===== config.mk =====
export PLATFORM = sky130hd
export DESIGN_NAME = ysyx_23060187_wbu_regfile_flat
export DESIGN_NICKNAME = d
export VERILOG_FILES = /design/src/rtl/ysyx_23060187_pkg.sv /design/src/rtl/ysyx_23060187_wbu_regfile_if.sv /design/src/rtl/ysyx_23060187_gpr.sv /design/src/rtl/ysyx_23060187_wbu_regfile.sv /design/src/flat_wrapper.sv
export SDC_FILE = /design/constraint.sdc
export NUM_CORES = 2
export LEC_CHECK = 0
export CAP_MARGIN = 30
export CORE_UTILIZATION = 60
export DETAILED_ROUTE_END_ITERATION = 8
export GPL_TIMING_DRIVEN = 0
export PLACE_DENSITY_LB_ADDON = 0.15
export SYNTH_ARGS = -nofsm -noshare
export SYNTH_HDL_FRONTEND = slang
export SYNTH_SLANG_ARGS = --single-unit

===== constraint.sdc =====
create_clock -name clk -period 3.6 [get_ports clk]
set_clock_uncertainty 0.2 [all_clocks]
set_input_delay 0.72 -clock clk [delete_from_list [all_inputs] [get_ports clk]]
set_output_delay 0.72 -clock clk [all_outputs]
set_load 0.02 [all_outputs]

===== src/rtl/ysyx_23060187_pkg.sv =====
// Shared definitions for the NPC write-back stage: FSM state encoding and index widths.
package ysyx_23060187_pkg;

  localparam int XLEN_DEF  = 32;
  localparam int REG_IDX_W = 5;

  typedef enum logic [1:0] {
    ST_IDLE   = 2'd0,
    ST_WRITE  = 2'd1,
    ST_NOTIFY = 2'd2
  } wbu_state_e;

endpackage


===== src/rtl/ysyx_23060187_wbu_regfile_if.sv =====
// Bundle of the EXU->WBU result handshake, WBU->IFU next-PC handshake, IDU read ports and hazard info.
interface ysyx_23060187_wbu_regfile_if
  import ysyx_23060187_pkg::*;
#(
  parameter int XLEN = XLEN_DEF
);
  logic                 exu_wbu_valid;
  logic                 wbu_exu_ready;
  logic [REG_IDX_W-1:0] exu_wbu_rd;
  logic                 exu_wbu_wen;
  logic [XLEN-1:0]      exu_wbu_wdata;
  logic [XLEN-1:0]      exu_wbu_dnpc;
  logic                 wbu_ifu_valid;
  logic                 ifu_wbu_ready;
  logic [XLEN-1:0]      wbu_ifu_dnpc;
  logic [REG_IDX_W-1:0] idu_raddr1;
  logic [REG_IDX_W-1:0] idu_raddr2;
  logic [XLEN-1:0]      idu_rdata1;
  logic [XLEN-1:0]      idu_rdata2;
  logic                 wbu_pend_valid;
  logic [REG_IDX_W-1:0] wbu_pend_rd;

  // Surrounding pipeline (EXU, IFU, IDU) side
  modport master (
    output exu_wbu_valid, exu_wbu_rd, exu_wbu_wen, exu_wbu_wdata, exu_wbu_dnpc,
    output ifu_wbu_ready, idu_raddr1, idu_raddr2,
    input  wbu_exu_ready, wbu_ifu_valid, wbu_ifu_dnpc, idu_rdata1, idu_rdata2,
    input  wbu_pend_valid, wbu_pend_rd
  );

  modport slave (
    input  exu_wbu_valid, exu_wbu_rd, exu_wbu_wen, exu_wbu_wdata, exu_wbu_dnpc,
    input  ifu_wbu_ready, idu_raddr1, idu_raddr2,
    output wbu_exu_ready, wbu_ifu_valid, wbu_ifu_dnpc, idu_rdata1, idu_rdata2,
    output wbu_pend_valid, wbu_pend_rd
  );
endinterface


===== src/rtl/ysyx_23060187_gpr.sv =====
// General-purpose register array: one synchronous write port, two combinational read ports,
// x0 and out-of-range indices read as zero, asynchronous active-low clear.
module ysyx_23060187_gpr
  import ysyx_23060187_pkg::*;
#(
  parameter int XLEN = XLEN_DEF,
  parameter int NREG = 32
) (
  input  logic                 clk,
  input  logic                 rst,
  input  logic                 we,
  input  logic [REG_IDX_W-1:0] waddr,
  input  logic [XLEN-1:0]      wdata,
  input  logic [REG_IDX_W-1:0] raddr1,
  input  logic [REG_IDX_W-1:0] raddr2,
  output logic [XLEN-1:0]      rdata1,
  output logic [XLEN-1:0]      rdata2
);
  localparam int IDX_W = $clog2(NREG);

  logic [XLEN-1:0] regs [NREG];

  // Caller already masks x0 and out-of-range writes into we
  always_ff @(posedge clk or negedge rst) begin
    if (!rst) begin
      for (int i = 0; i < NREG; i++) regs[i] <= '0;
    end else if (we) begin
      regs[waddr[IDX_W-1:0]] <= wdata;
    end
  end

  assign rdata1 = (raddr1 == '0 || 32'(raddr1) >= NREG) ? '0 : regs[raddr1[IDX_W-1:0]];
  assign rdata2 = (raddr2 == '0 || 32'(raddr2) >= NREG) ? '0 : regs[raddr2[IDX_W-1:0]];

endmodule


===== src/rtl/ysyx_23060187_wbu_regfile.sv =====
// NPC write-back unit: IDLE -> WRITE -> NOTIFY, commits EXU results to the GPRs, then hands dnpc to IFU.
// Optional retired-instruction counter wbu_instret under `YSYX_23060187_WBU_INSTRET_EN.
module ysyx_23060187_wbu_regfile
  import ysyx_23060187_pkg::*;
#(
  parameter int XLEN = XLEN_DEF,
  parameter int NREG = 32
) (
  input  logic clk,
  input  logic rst,
  ysyx_23060187_wbu_regfile_if.slave bus
`ifdef YSYX_23060187_WBU_INSTRET_EN
  , output logic [63:0] wbu_instret
`endif
);
  wbu_state_e           state;
  logic [REG_IDX_W-1:0] rd_q;
  logic                 wen_q;
  logic [XLEN-1:0]      wdata_q;
  logic [XLEN-1:0]      dnpc_q;
  logic                 commit_en;
  logic                 gpr_we;

  always_ff @(posedge clk or negedge rst) begin
    if (!rst) begin
      state  <= ST_IDLE;
      rd_q   <= '0;
      wen_q  <= 1'b0;
      dnpc_q <= '0;
    end else begin
      case (state)
        ST_IDLE: begin
          if (bus.exu_wbu_valid) begin
            rd_q   <= bus.exu_wbu_rd;
            wen_q  <= bus.exu_wbu_wen;
            dnpc_q <= bus.exu_wbu_dnpc;
            state  <= ST_WRITE;
          end
        end
        ST_WRITE:  state <= ST_NOTIFY;
        ST_NOTIFY: if (bus.ifu_wbu_ready) state <= ST_IDLE;
        default:   state <= ST_IDLE;
      endcase
    end
  end

  // Write data is only consumed after a handshake, so it needs no reset
  always_ff @(posedge clk) begin
    if (state == ST_IDLE && bus.exu_wbu_valid) wdata_q <= bus.exu_wbu_wdata;
  end

  assign commit_en = wen_q && (rd_q != '0) && (32'(rd_q) < NREG);
  assign gpr_we    = (state == ST_WRITE) && commit_en;

  assign bus.wbu_exu_ready  = (state == ST_IDLE);
  assign bus.wbu_ifu_valid  = (state == ST_NOTIFY);
  assign bus.wbu_ifu_dnpc   = dnpc_q;
  assign bus.wbu_pend_valid = gpr_we;
  assign bus.wbu_pend_rd    = (state == ST_WRITE) ? rd_q : '0;

  ysyx_23060187_gpr #(
    .XLEN (XLEN),
    .NREG (NREG)
  ) u_gpr (
    .clk    (clk),
    .rst    (rst),
    .we     (gpr_we),
    .waddr  (rd_q),
    .wdata  (wdata_q),
    .raddr1 (bus.idu_raddr1),
    .raddr2 (bus.idu_raddr2),
    .rdata1 (bus.idu_rdata1),
    .rdata2 (bus.idu_rdata2)
  );

`ifdef YSYX_23060187_WBU_INSTRET_EN
  always_ff @(posedge clk or negedge rst) begin
    if (!rst) wbu_instret <= '0;
    else if (state == ST_NOTIFY && bus.ifu_wbu_ready) wbu_instret <= wbu_instret + 64'd1;
  end
`endif

endmodule

===== src/flat_wrapper.sv =====
// flat-port wrapper written by rule: the top's interface ports become plain ports
module ysyx_23060187_wbu_regfile_flat import ysyx_23060187_pkg::*;
#(
  parameter int XLEN = XLEN_DEF,
  parameter int NREG = 32
)
  (clk, rst, bus_exu_wbu_valid, bus_exu_wbu_rd, bus_exu_wbu_wen, bus_exu_wbu_wdata, bus_exu_wbu_dnpc, bus_ifu_wbu_ready, bus_idu_raddr1, bus_idu_raddr2, bus_wbu_exu_ready, bus_wbu_ifu_valid, bus_wbu_ifu_dnpc, bus_idu_rdata1, bus_idu_rdata2, bus_wbu_pend_valid, bus_wbu_pend_rd);
  ysyx_23060187_wbu_regfile_if #(.XLEN(XLEN)) bus_i ();
  input  logic clk;
  input  logic rst;
  input wire logic [$bits(bus_i.exu_wbu_valid)-1:0] bus_exu_wbu_valid;
  input wire logic [$bits(bus_i.exu_wbu_rd)-1:0] bus_exu_wbu_rd;
  input wire logic [$bits(bus_i.exu_wbu_wen)-1:0] bus_exu_wbu_wen;
  input wire logic [$bits(bus_i.exu_wbu_wdata)-1:0] bus_exu_wbu_wdata;
  input wire logic [$bits(bus_i.exu_wbu_dnpc)-1:0] bus_exu_wbu_dnpc;
  input wire logic [$bits(bus_i.ifu_wbu_ready)-1:0] bus_ifu_wbu_ready;
  input wire logic [$bits(bus_i.idu_raddr1)-1:0] bus_idu_raddr1;
  input wire logic [$bits(bus_i.idu_raddr2)-1:0] bus_idu_raddr2;
  output wire logic [$bits(bus_i.wbu_exu_ready)-1:0] bus_wbu_exu_ready;
  output wire logic [$bits(bus_i.wbu_ifu_valid)-1:0] bus_wbu_ifu_valid;
  output wire logic [$bits(bus_i.wbu_ifu_dnpc)-1:0] bus_wbu_ifu_dnpc;
  output wire logic [$bits(bus_i.idu_rdata1)-1:0] bus_idu_rdata1;
  output wire logic [$bits(bus_i.idu_rdata2)-1:0] bus_idu_rdata2;
  output wire logic [$bits(bus_i.wbu_pend_valid)-1:0] bus_wbu_pend_valid;
  output wire logic [$bits(bus_i.wbu_pend_rd)-1:0] bus_wbu_pend_rd;
  assign bus_i.exu_wbu_valid = bus_exu_wbu_valid;
  assign bus_i.exu_wbu_rd = bus_exu_wbu_rd;
  assign bus_i.exu_wbu_wen = bus_exu_wbu_wen;
  assign bus_i.exu_wbu_wdata = bus_exu_wbu_wdata;
  assign bus_i.exu_wbu_dnpc = bus_exu_wbu_dnpc;
  assign bus_i.ifu_wbu_ready = bus_ifu_wbu_ready;
  assign bus_i.idu_raddr1 = bus_idu_raddr1;
  assign bus_i.idu_raddr2 = bus_idu_raddr2;
  assign bus_wbu_exu_ready = bus_i.wbu_exu_ready;
  assign bus_wbu_ifu_valid = bus_i.wbu_ifu_valid;
  assign bus_wbu_ifu_dnpc = bus_i.wbu_ifu_dnpc;
  assign bus_idu_rdata1 = bus_i.idu_rdata1;
  assign bus_idu_rdata2 = bus_i.idu_rdata2;
  assign bus_wbu_pend_valid = bus_i.wbu_pend_valid;
  assign bus_wbu_pend_rd = bus_i.wbu_pend_rd;
  ysyx_23060187_wbu_regfile #(.XLEN(XLEN), .NREG(NREG)) u_core (.clk(clk), .rst(rst), .bus(bus_i));
endmodule

==> impl_metrics.csv <==
group,metric,value,unit
power,powerDensity,752,nW/µm²
clocking,clk_pin_slew,0.06,ns
yosys,synth_top_area_share,46.7,%
global_route,grt_first_pass_wirelength,288000,µm
status,violations,"setup timing",
power,fin_total_pwr,50.8,mW
setup_path,cp-start-kind,"primary input",
yosys,seq_area_frac_synth,48.4,%
clocking,cts.sink_count,1096,
placed_design,gp_congestion,0.990,
global_route,first_global_vias,40400,
setup_path,crit_required,2.68,ns
floorplanning,dieArea,96300,µm²
timing,fin_setup_tns,-0.565,ns
run,cap_violations,0,
yosys,synth_top_family_by_area,"multiplexers",
power,switchingPower,15.9,mW
global_route,grt_max_degree,184,
cells_and_area,area_growth,18.5,%
floorplanning,start_util,60.8,%
global_route,grt_usage,42.9,%
power,power.share.clock,25.7,%
detailed_routing,drc_errors,0,
clocking,cts_tree,"done",
cells_and_area,final_util,72.1,%
floorplanning,fp-row-count,112,
min_path,min_from,"u_core.u_gpr.regs[1022]",
detailed_routing,routed-via-count,39900,
yosys,synth_compound_area_share,4.38,%
detailed_routing,drtAntennaViolNets,0,
timing,layout_min_cycle_time,3.68,ns
timing,drv_slew,0,
clocking,clockRootBuffer,"clkbuf_16",
timing,finalSetupViolCount,21,
setup_path,reg2reg_from,"u_core.state[1]",
power,power_frac_comb,31.0,%
timing,slew_headroom,27.5,%
setup_path,worstSetupPathType,"primary input to output port",
setup_path,max_stage_delay,0.37,ns
setup_path,cp_top_family,"buffers and inverters",
power,p_seq_share,43.2,%
cells_and_area,drive_gt1_share,53.8,%
min_path,whs_path_depth,1,
floorplanning,die_w,310,µm
timing,holdWs,0.278,ns
power,p_sw_share,31.3,%
setup_path,worst_ep_arrival_time,2.76,ns
cells_and_area,fin_cells,5434,
clocking,insertion_delay,0.74,ns
detailed_routing,drt_first_pass_iters,6,
detailed_routing,via_per_inst,7.35,
clocking,h-tree-depth,3,
detailed_routing,drt-total-wl,203000,µm
placed_design,place_ws,-2.16,ns
setup_path,startpoint,"bus_idu_raddr1[1]",
clocking,cts_inserted_buffers,117,
cells_and_area,nNetsFinal,4162,
setup_path,r2r_cells,6,
floorplanning,ioPinCount,188,
setup_path,crit_buf_inv,4,
yosys,synth_warnings,0,
yosys,synth_area_leader_cell,"dfrtp_1",
power,vdd_drop_max,0.000568,V
placed_design,dp.cells,5185,
timing,rsz0062_at_grt,"true",
yosys,synth.area.top_cells,"dfrtp_1 (47%), mux2_2 (20%), mux4_2 (18%)",
timing,worst_pin_slew,1.09,ns
status,status,"finished with violations",
setup_path,worstPathCellList,"buf_6, buf_12, nor2b_4, clkbuf_4, a221oi_1, o21ai_2, a311oi_2, clkdlybuf4s15_2",
setup_path,end_kind,"output port",
yosys,synth_xor_area_share,0,%
min_path,min_path_type,"flip-flop to flip-flop",
clocking,cts_buffer_depth,3,
timing,fin_ws,-0.0822,ns
global_route,antenna_found_initial,8,
placed_design,io_buffers,179,
detailed_routing,avgRoutedWirePerCell,37.4,µm
global_route,grt-ovfl-total,0,
power,power.internal,34.9,mW
floorplanning,fp.coreArea,93700,µm²
yosys,syn-cell-area,57000,µm²
setup_path,cp.depth,8,
yosys,synth_fp_nets,3801,
yosys,synth-seq-cells,1096,
timing,timing.fmax,272,MHz
placed_design,place_hpwl,138000,µm
floorplanning,fp.dieH,310,µm
yosys,yosys.area_share.simple,1.42,%
setup_path,cp_max_fo,10,
yosys,synth_area_per_cell,15.3,µm²
yosys,synth.distinct_cells,41,
timing,fin_crit_sh,102,%
cells_and_area,fillers,6082,
yosys,synthCells,3717,
yosys,synthAdderAreaFrac,0,%
power,power_leakage,30.6,nW
detailed_routing,drt-initial-drc-count,5222,
setup_path,crit_slowest_cell,"a221oi_1",
yosys,muxShareOfSynthArea,42.0,%
cells_and_area,final_area,67600,µm²
timing,hold_violations,0,
placed_design,placed_area,61000,µm²
==> kinds of logic (layout without fill, tap and decap cells) <==
| logic type | after synthesis | after routing |
|---|---|---|
| and+or+nand+nor | 144 | 144 |
| AOI/OAI and AO/OA | 338 | 338 |
| DFF | 1096 | 1096 |
| buffers and inverters | 437 | 896 |
| other | 0 | 4 |
| muxes | 1702 | 1702 |
==> Yosys cell counts (all sizes together) <==
master / n
a211oi: 32
a21boi: 1
a21o: 1
a221o: 32
a221oi: 48
a22oi: 64
a311oi: 32
a31oi: 32
and2: 9
and3: 2
and3b: 2
buf: 207
clkbuf: 227
dfrtp: 1064
edfxtp: 32
inv: 3
mux2: 1062
mux2i: 192
mux4: 448
nand2: 43
nand2b: 4
nand3: 5
nand3b: 3
nor2: 24
nor2b: 41
nor3: 7
nor4: 2
o2111ai: 16
o21ai: 80
or2: 1
or4: 1
==> final timing paths <==
check	endpoint	slack, ns
max	bus_idu_rdata1[5]	-0.08
min	u_core.u_gpr.regs[1022]	0.28
max reg2reg	u_core.u_gpr.regs[968]	0.40
min reg2reg	u_core.u_gpr.regs[1022]	0.28
max in group asynchronous	u_core.u_gpr.regs[154]	0.59
min in group asynchronous	u_core.u_gpr.regs[720]	0.40
==> sequential cells by signal (all words and copies together) (netlist names) <==
signal / cells
u_core.bus.wbu_ifu_dnpc: 32
u_core.rd_q: 5
u_core.state: 2
u_core.u_gpr.regs: 1024
u_core.wdata_q: 32
u_core.wen_q: 1
==> cell usage in the layout, fill, tap and decap left out, drive strengths merged, types with 24 or more instances in the layout <==
cell | Yosys | layout
a211oi | 32 | 32
a221o | 32 | 32
a221oi | 48 | 48
a22oi | 64 | 64
a311oi | 32 | 32
a31oi | 32 | 32
buf | 207 | 335
clkbuf | 227 | 392
clkdlybuf4s50 | 0 | 112
dfrtp | 1064 | 1064
edfxtp | 32 | 32
mux2 | 1062 | 1062
mux2i | 192 | 192
mux4 | 448 | 448
nand2 | 43 | 43
nor2 | 24 | 24
nor2b | 41 | 41
o21ai | 80 | 80
==> layout make-up <==
class	count	area, µm²	share of cell area, %
Clock buffer	173	3510	5.20
Clock inverter	44	644	0.954
Buffer	430	3290	4.86
Multi-Input combinational cell	2184	28300	41.9
Timing Repair Buffer	246	2620	3.87
Tap cell	1254	1570	2.32
Sequential cell	1096	27600	40.8
Inverter	3	11.3	0.0167
Antenna cell	4	10.0	0.0148
==> per-layer routing <==
metal	GRT usage (%)	part of all wire [%]	vias to the layer above
met5	0.354	0.15	-
met4	24.6	6.7	16
met3	16.7	13	738
met2	60.9	44	2981
met1	56.5	37	21000
li1	-	-	15200
==> worst register-to-register path, stage by stage, from the launching register on <==
cell and delay, ns:
dfrtp_1 0.40, and3b_1 0.22, buf_2 0.16, nand3b_1 0.15, nor2_1 0.83, buf_2 0.71
mux2_2 0.43
==> power groups by stage <==
stage / clock network (mW) / registers, mW / logic (mW)
floorplan: 0 / 20.6 / 11.1
global placement: 0 / 21.7 / 14.4
detailed placement: 0 / 21.8 / 14.9
CTS: 13.1 / 21.7 / 15.5
global route: 13.5 / 22.5 / 16.6
finish: 13.1 / 22.0 / 15.8
==> what timing repair did <==
item | CTS | global route
gates resized for setup | 811 | 95
gates cloned | 2 | 3
hold endpoints to repair | 134 | 0
setup buffers | 17 | 4
hold buffers | 1 | 0
endpoints found under the setup margin | 65 | 241
pin swaps | 46 | 40
(Power assumes the default switching activity.)
